## config.mk

```make
export PLATFORM = sky130hd
export DESIGN_NAME = fpu_inflight_tracker
export DESIGN_NICKNAME = d
export VERILOG_FILES = /design/src/rtl/fpu_inflight_tracker.sv
export SDC_FILE = /design/constraint.sdc
export NUM_CORES = 1
export LEC_CHECK = 0
export BUFFER_PORTS_ARGS = -buffer_cell sky130_fd_sc_hd__buf_2
export CAP_MARGIN = 20
export CORE_MARGIN = 2
export CORE_UTILIZATION = 60
export CTS_CLUSTER_DIAMETER = 80
export CTS_CLUSTER_SIZE = 30
export DETAILED_ROUTE_END_ITERATION = 6
export PLACE_DENSITY = 0.9
export SLEW_MARGIN = 20
export SYNTH_ARGS = -nofsm -noshare
export SYNTH_HDL_FRONTEND = slang
export SYNTH_SLANG_ARGS = --single-unit
```

## constraint.sdc

```tcl
create_clock -name ck -period 6.8 [get_ports ck]
set_input_delay 0.34 -clock ck [delete_from_list [all_inputs] [get_ports ck]]
set_output_delay 0.34 -clock ck [all_outputs]
set_load 0.02 [all_outputs]
```

## src/rtl/fpu_inflight_tracker.sv

```systemverilog
// In-order tracker for FPU instructions offloaded over XIF: allocates on issue, collects commit/kill and
// execute results, and releases results strictly in program order from the head of a circular buffer.
module fpu_inflight_tracker #(
    parameter int DEPTH      = 4,
    parameter int X_ID_WIDTH = 4,
    parameter int FLEN       = 32,
    parameter int NUM_REGS   = 32
) (
    input  logic                          ck,
    input  logic                          rst,
    input  logic                          issue_accept_i,
    input  logic [X_ID_WIDTH-1:0]         issue_id_i,
    input  logic [$clog2(NUM_REGS)-1:0]   issue_rd_i,
    input  logic                          issue_we_i,
    input  logic                          commit_valid_i,
    input  logic [X_ID_WIDTH-1:0]         commit_id_i,
    input  logic                          commit_kill_i,
    input  logic                          done_valid_i,
    input  logic [X_ID_WIDTH-1:0]         done_id_i,
    input  logic [FLEN-1:0]               done_data_i,
    output logic                          result_valid_o,
    input  logic                          result_ready_i,
    output logic [X_ID_WIDTH-1:0]         result_id_o,
    output logic [FLEN-1:0]               result_data_o,
    output logic [$clog2(NUM_REGS)-1:0]   result_rd_o,
    output logic                          result_we_o,
    output logic                          kill_valid_o,
    output logic [X_ID_WIDTH-1:0]         kill_id_o,
    output logic [NUM_REGS-1:0]           rd_busy_o,
    output logic                          full_o,
    output logic                          empty_o,
    output logic                          overflow_o
);

    // state   | meaning
    // E_FREE  | slot unused, ignored by commit/done matching and the busy map
    // E_ALLOC | slot holds an in-flight instruction; committed/done/killed flags track its progress

    localparam int RD_W  = $clog2(NUM_REGS);
    localparam int PTR_W = $clog2(DEPTH);
    localparam int CNT_W = $clog2(DEPTH + 1);

    typedef enum logic {E_FREE, E_ALLOC} ent_state_t;

    ent_state_t            st_q   [DEPTH];
    ent_state_t            st_d   [DEPTH];
    logic [X_ID_WIDTH-1:0] id_q   [DEPTH];
    logic [X_ID_WIDTH-1:0] id_d   [DEPTH];
    logic [RD_W-1:0]       rd_q   [DEPTH];
    logic [RD_W-1:0]       rd_d   [DEPTH];
    logic [FLEN-1:0]       data_q [DEPTH];
    logic [FLEN-1:0]       data_d [DEPTH];
    logic                  we_q   [DEPTH];
    logic                  we_d   [DEPTH];
    logic                  cmt_q  [DEPTH];
    logic                  cmt_d  [DEPTH];
    logic                  dn_q   [DEPTH];
    logic                  dn_d   [DEPTH];
    logic                  kil_q  [DEPTH];
    logic                  kil_d  [DEPTH];

    logic [PTR_W-1:0]      head_q, head_d, tail_q, tail_d;
    logic [CNT_W-1:0]      count_q, count_d;
    logic                  ovf_q, ovf_d;
    logic                  kv_q, kv_d;
    logic [X_ID_WIDTH-1:0] kid_q, kid_d;

    logic head_live, res_valid, release_en, alloc_en;

    assign full_o    = (count_q == CNT_W'(DEPTH));
    assign empty_o   = (count_q == '0);
    assign head_live = (st_q[head_q] == E_ALLOC);
    assign res_valid = head_live && cmt_q[head_q] && dn_q[head_q] && !kil_q[head_q];
    assign release_en = (head_live && kil_q[head_q]) || (res_valid && result_ready_i);
    // A head release frees a slot in the same cycle, so an accept while full still fits then.
    assign alloc_en  = issue_accept_i && (!full_o || release_en);

    assign result_valid_o = res_valid;
    assign result_id_o    = id_q[head_q];
    assign result_data_o  = data_q[head_q];
    assign result_rd_o    = rd_q[head_q];
    assign result_we_o    = we_q[head_q];
    assign kill_valid_o   = kv_q;
    assign kill_id_o      = kid_q;
    assign overflow_o     = ovf_q;

    always_comb begin
        st_d    = st_q;
        id_d    = id_q;
        rd_d    = rd_q;
        data_d  = data_q;
        we_d    = we_q;
        cmt_d   = cmt_q;
        dn_d    = dn_q;
        kil_d   = kil_q;
        head_d  = head_q;
        tail_d  = tail_q;
        count_d = count_q;
        ovf_d   = ovf_q || (issue_accept_i && !alloc_en);
        kv_d    = 1'b0;
        kid_d   = kid_q;

        for (int i = 0; i < DEPTH; i++) begin
            if (st_q[i] == E_ALLOC && !kil_q[i]) begin
                if (commit_valid_i && commit_id_i == id_q[i]) begin
                    if (commit_kill_i) begin
                        kil_d[i] = 1'b1;
                        kv_d     = 1'b1;
                        kid_d    = commit_id_i;
                    end else begin
                        cmt_d[i] = 1'b1;
                    end
                end
                if (done_valid_i && done_id_i == id_q[i]) begin
                    dn_d[i]   = 1'b1;
                    data_d[i] = done_data_i;
                end
            end
        end

        if (release_en) begin
            st_d[head_q] = E_FREE;
            head_d       = head_q + 1'b1;
        end

        // Allocation comes last so it wins when the tail slot is the one just released.
        if (alloc_en) begin
            st_d[tail_q]  = E_ALLOC;
            id_d[tail_q]  = issue_id_i;
            rd_d[tail_q]  = issue_rd_i;
            we_d[tail_q]  = issue_we_i;
            cmt_d[tail_q] = 1'b0;
            dn_d[tail_q]  = 1'b0;
            kil_d[tail_q] = 1'b0;
            tail_d        = tail_q + 1'b1;
        end

        if (alloc_en && !release_en) begin
            count_d = count_q + 1'b1;
        end else if (!alloc_en && release_en) begin
            count_d = count_q - 1'b1;
        end
    end

    always_comb begin
        rd_busy_o = '0;
        for (int i = 0; i < DEPTH; i++) begin
            if (st_q[i] == E_ALLOC && !kil_q[i] && we_q[i]) begin
                rd_busy_o[rd_q[i]] = 1'b1;
            end
        end
    end

    always_ff @(posedge ck) begin
        if (rst) begin
            for (int i = 0; i < DEPTH; i++) begin
                st_q[i]   <= E_FREE;
                id_q[i]   <= '0;
                rd_q[i]   <= '0;
                data_q[i] <= '0;
                we_q[i]   <= 1'b0;
                cmt_q[i]  <= 1'b0;
                dn_q[i]   <= 1'b0;
                kil_q[i]  <= 1'b0;
            end
            head_q  <= '0;
            tail_q  <= '0;
            count_q <= '0;
            ovf_q   <= 1'b0;
            kv_q    <= 1'b0;
            kid_q   <= '0;
        end else begin
            st_q    <= st_d;
            id_q    <= id_d;
            rd_q    <= rd_d;
            data_q  <= data_d;
            we_q    <= we_d;
            cmt_q   <= cmt_d;
            dn_q    <= dn_d;
            kil_q   <= kil_d;
            head_q  <= head_d;
            tail_q  <= tail_d;
            count_q <= count_d;
            ovf_q   <= ovf_d;
            kv_q    <= kv_d;
            kid_q   <= kid_d;
        end
    end

endmodule

```

==> impl_metrics.env <==
export IMPL_outcome="finished, final reports clean"
export IMPL_yosysSeqAreaShare_pct=39.9
export IMPL_grt_pass1_vias=8434
export IMPL_dpl_worst_slack_ns=2.97
export IMPL_timing_rr_end="count_q[2]"
export IMPL_reg2reg_depth=10
export IMPL_cp_end_kind="flip-flop"
export IMPL_required_ns=7.16
export IMPL_grt_usage_pct=30.2
export IMPL_cap_violations=0
export IMPL_finalCritPeriodShare_pct=55.9
export IMPL_globalplace_congestion=0.908
export IMPL_first_pass_iters=6
export IMPL_synth_nets=1108
export IMPL_multiInputGateArea_mm2=0.00553
export IMPL_ir_drop_v=0.000205
export IMPL_cts_sinks=197
export IMPL_regToRegSetupSlack_ns=3.00
export IMPL_seqCellArea_mm2=0.00395
export IMPL_antenna_left=0
export IMPL_ys_types=42
export IMPL_final_cells=1356
export IMPL_root_buffer="clkbuf_16"
export IMPL_slew_violations=0
export IMPL_top_level_ports=140
export IMPL_ys_warn_count=0
export IMPL_antenna_found_initial=0
export IMPL_grt_busiest_layer="met2"
export IMPL_cts_resized_gates=0
export IMPL_met2_usage_pct=50.1
export IMPL_synthTopCellsByArea="dfxtp_1 40%, mux2i_1 14%, mux4_2 10%"
export IMPL_hold_buffers=0
export IMPL_synthesis_instances=1041
export IMPL_yosys_area_top_type_share_pct=39.9
export IMPL_io_buffer_count=139
export IMPL_critPathSlowestCell="dfxtp_4"
export IMPL_antenna_cells=0
export IMPL_fp_row_count=46
export IMPL_arrival_ns=4.17
export IMPL_worstHoldEndpoint="id_q[10]"
export IMPL_drt_vias_per_instance=6.36
export IMPL_area_growth_pct=12.7
export IMPL_cp_max_fo=48
export IMPL_grtUsageMet1_pct=36.7
export IMPL_routedWlPerCell_um=19.9
export IMPL_path_cells="inv_1 -> mux4_2 -> a21boi_4 -> nor2_1 -> ha_1 -> inv_1 -> fa_1 -> xor2_1 -> or3_1 -> a21oi_1"
export IMPL_rsz0062_at_grt="false"
export IMPL_cts_buffers=17
export IMPL_dp_cells=1324
export IMPL_grt_pass1_wl_mm=42.3
export IMPL_die_area_mm2=0.0175
export IMPL_min_from="issue_id_i[2]"
export IMPL_period_minus_slack_ns=3.80
export IMPL_core_mm2=0.0160
export IMPL_die_w_um=132
export IMPL_cts_tree="done"
export IMPL_initial_core_util_pct=61.7
export IMPL_maxSlewHeadroom_pct=13.4
export IMPL_grt_max_degree=136
export IMPL_fmax_mhz=263
export IMPL_hp_class="input pin to flip-flop"
export IMPL_async_flop_share_pct=0
export IMPL_p_per_area_mw_per_mm2=249
export IMPL_netlist_area_mm2=0.00987
export IMPL_hold_ws_ns=0.190
export IMPL_route_detailed_drc=0
export IMPL_gr_total_overflow=0
export IMPL_cpPeakStageDelay_ns=0.98
export IMPL_tns_ns=0
export IMPL_start_kind="flip-flop"
export IMPL_timing_final_hold_violations=0
export IMPL_post_cts_buffers=0
export IMPL_first_iter_violations=1148
export IMPL_synth_top_cell_by_area="dfxtp_1"
export IMPL_syn_area_per_cell_um2=9.48
export IMPL_power_leakage_nw=5.36
export IMPL_insertion_delay_ns=0.43
export IMPL_ys_seq_elements=197
export IMPL_worst_slack_ns=3.00
export IMPL_final_setup_skew_ns=0.00890
export IMPL_grtUsageMet3_pct=7.84
export IMPL_setup_violations=0
export IMPL_nets=1194
export IMPL_mostFrequentLayoutCells="195 x dfxtp_1, 155 x nor2_1, 138 x buf_2"
export IMPL_layout_commonest_cell="dfxtp_1"
export IMPL_wirelength_mm=27.0
export IMPL_timing_worst_setup_path_type="flip-flop to flip-flop"
export IMPL_synth_edf_count=0
export IMPL_cp_common_cell="inv_1"
export IMPL_cts_max_path_buffers=2
export IMPL_die_h_um=132
export IMPL_ys_flop_type="dfxtp_1"
export IMPL_h_tree_depth=4
export IMPL_hpwl_mm=17.0
export IMPL_reg2reg_from="head_q[0]"
export IMPL_clk_pin_slew_ns=0.07
export IMPL_fillCellCount=1203
export IMPL_hold_depth=3
export IMPL_tightest_slew_ns=1.29
export IMPL_via_count=8623
export IMPL_drive_gt1_share_pct=20.3
Yosys cell counts, types with 2 or more instances:
library cell and count:
a31oi_1 4, nor2_1 155, buf_2 37, inv_1 12, mux2i_1 134, and3b_1 4
nor2b_2 2, clkbuf_2 3, nor4_1 4, nor3b_1 16, and2_1 9, clkbuf_1 35
and3_1 8, ha_1 9, mux4_2 46, nand4_1 4, nand2_1 58, mux2_2 2
dfxtp_1 197, nor2b_1 10, nand2b_1 11, a21oi_1 50, o21ai_0 44, a22oi_1 61
nand3_1 47, nor3_1 29, buf_1 2, o31ai_1 2, xor2_1 30, xnor2_1 4
sequential cells by signal (all words and copies together), names as in the netlist:
signal,count
head_q,2
kill_valid_o,1
tail_q,2
we_q,4
st_q,4
dn_q,4
overflow_o,1
rd_q,20
kil_q,4
kill_id_o,4
data_q,128
count_q,3
cmt_q,4
id_q,16
how the worst max path moves through the flow:
stage / from / endpoint / cells after the start
2_1_floorplan: head_q[1] / count_q[2] / 12
3_3_place_gp: head_q[0] / count_q[2] / 10
3_5_place_dp: head_q[0] / count_q[2] / 10
4_1_cts: head_q[0] / count_q[2] / 10
5_1_grt: head_q[0] / count_q[2] / 10
6_report: head_q[0] / count_q[2] / 10
through the flow:
step | util (%) | instance area (µm²) | total power [mW]
6_report | 69.5 | 11100 | 2.78
5_1_grt | 69.5 | 11100 | 2.87
4_1_cts | 69.5 | 11100 | 2.77
3_5_place_dp | 65.9 | 10500 | 1.79
3_3_place_gp | 65.9 | 10500 | 1.77
2_1_floorplan | - | 9870 | 1.64
logic make-up (layout without fill, tap and decap cells):
family	Yosys count	count (layout)	share of synthesized area [%]
simple gates	361	361	16.9
xor+xnor	34	34	3.02
fa+ha+maj	10	10	1.34
flops	197	197	39.9
mux	182	182	24.3
buf+inv	91	190	4.08
compound gates	166	166	10.4
report_power, final:
part           leakage (nW)  internal, mW  switching, mW
Combinational          3.48         0.169          0.333
Clock                 0.289         0.544          0.451
Sequential             1.59          1.20         0.0744
area by class of cell:
class,count,share of cell area (%)
multi-input cells,753,49.7
clock inverters,11,1.02
inverters,12,0.405
clock buffers,21,4.23
flip-flops and latches,197,35.5
repair buffers,146,6.78
well taps,216,2.43
worst max-delay path, delay by kind of cell, from the launching register on:
family	cells	cell delay, ns
flops	1	0.98
compound gates	2	0.92
simple gates	2	0.52
fa+ha+maj	2	0.46
mux	1	0.40
buf+inv	2	0.36
xor+xnor	1	0.09
layer usage:
layer	routed length [µm]	part of all wire (%)
met1	10100	37
met2	13200	49
met3	2710	10
met4	957	3.5
met5	0	0
Note: power is estimated with default switching activity, not from simulation.
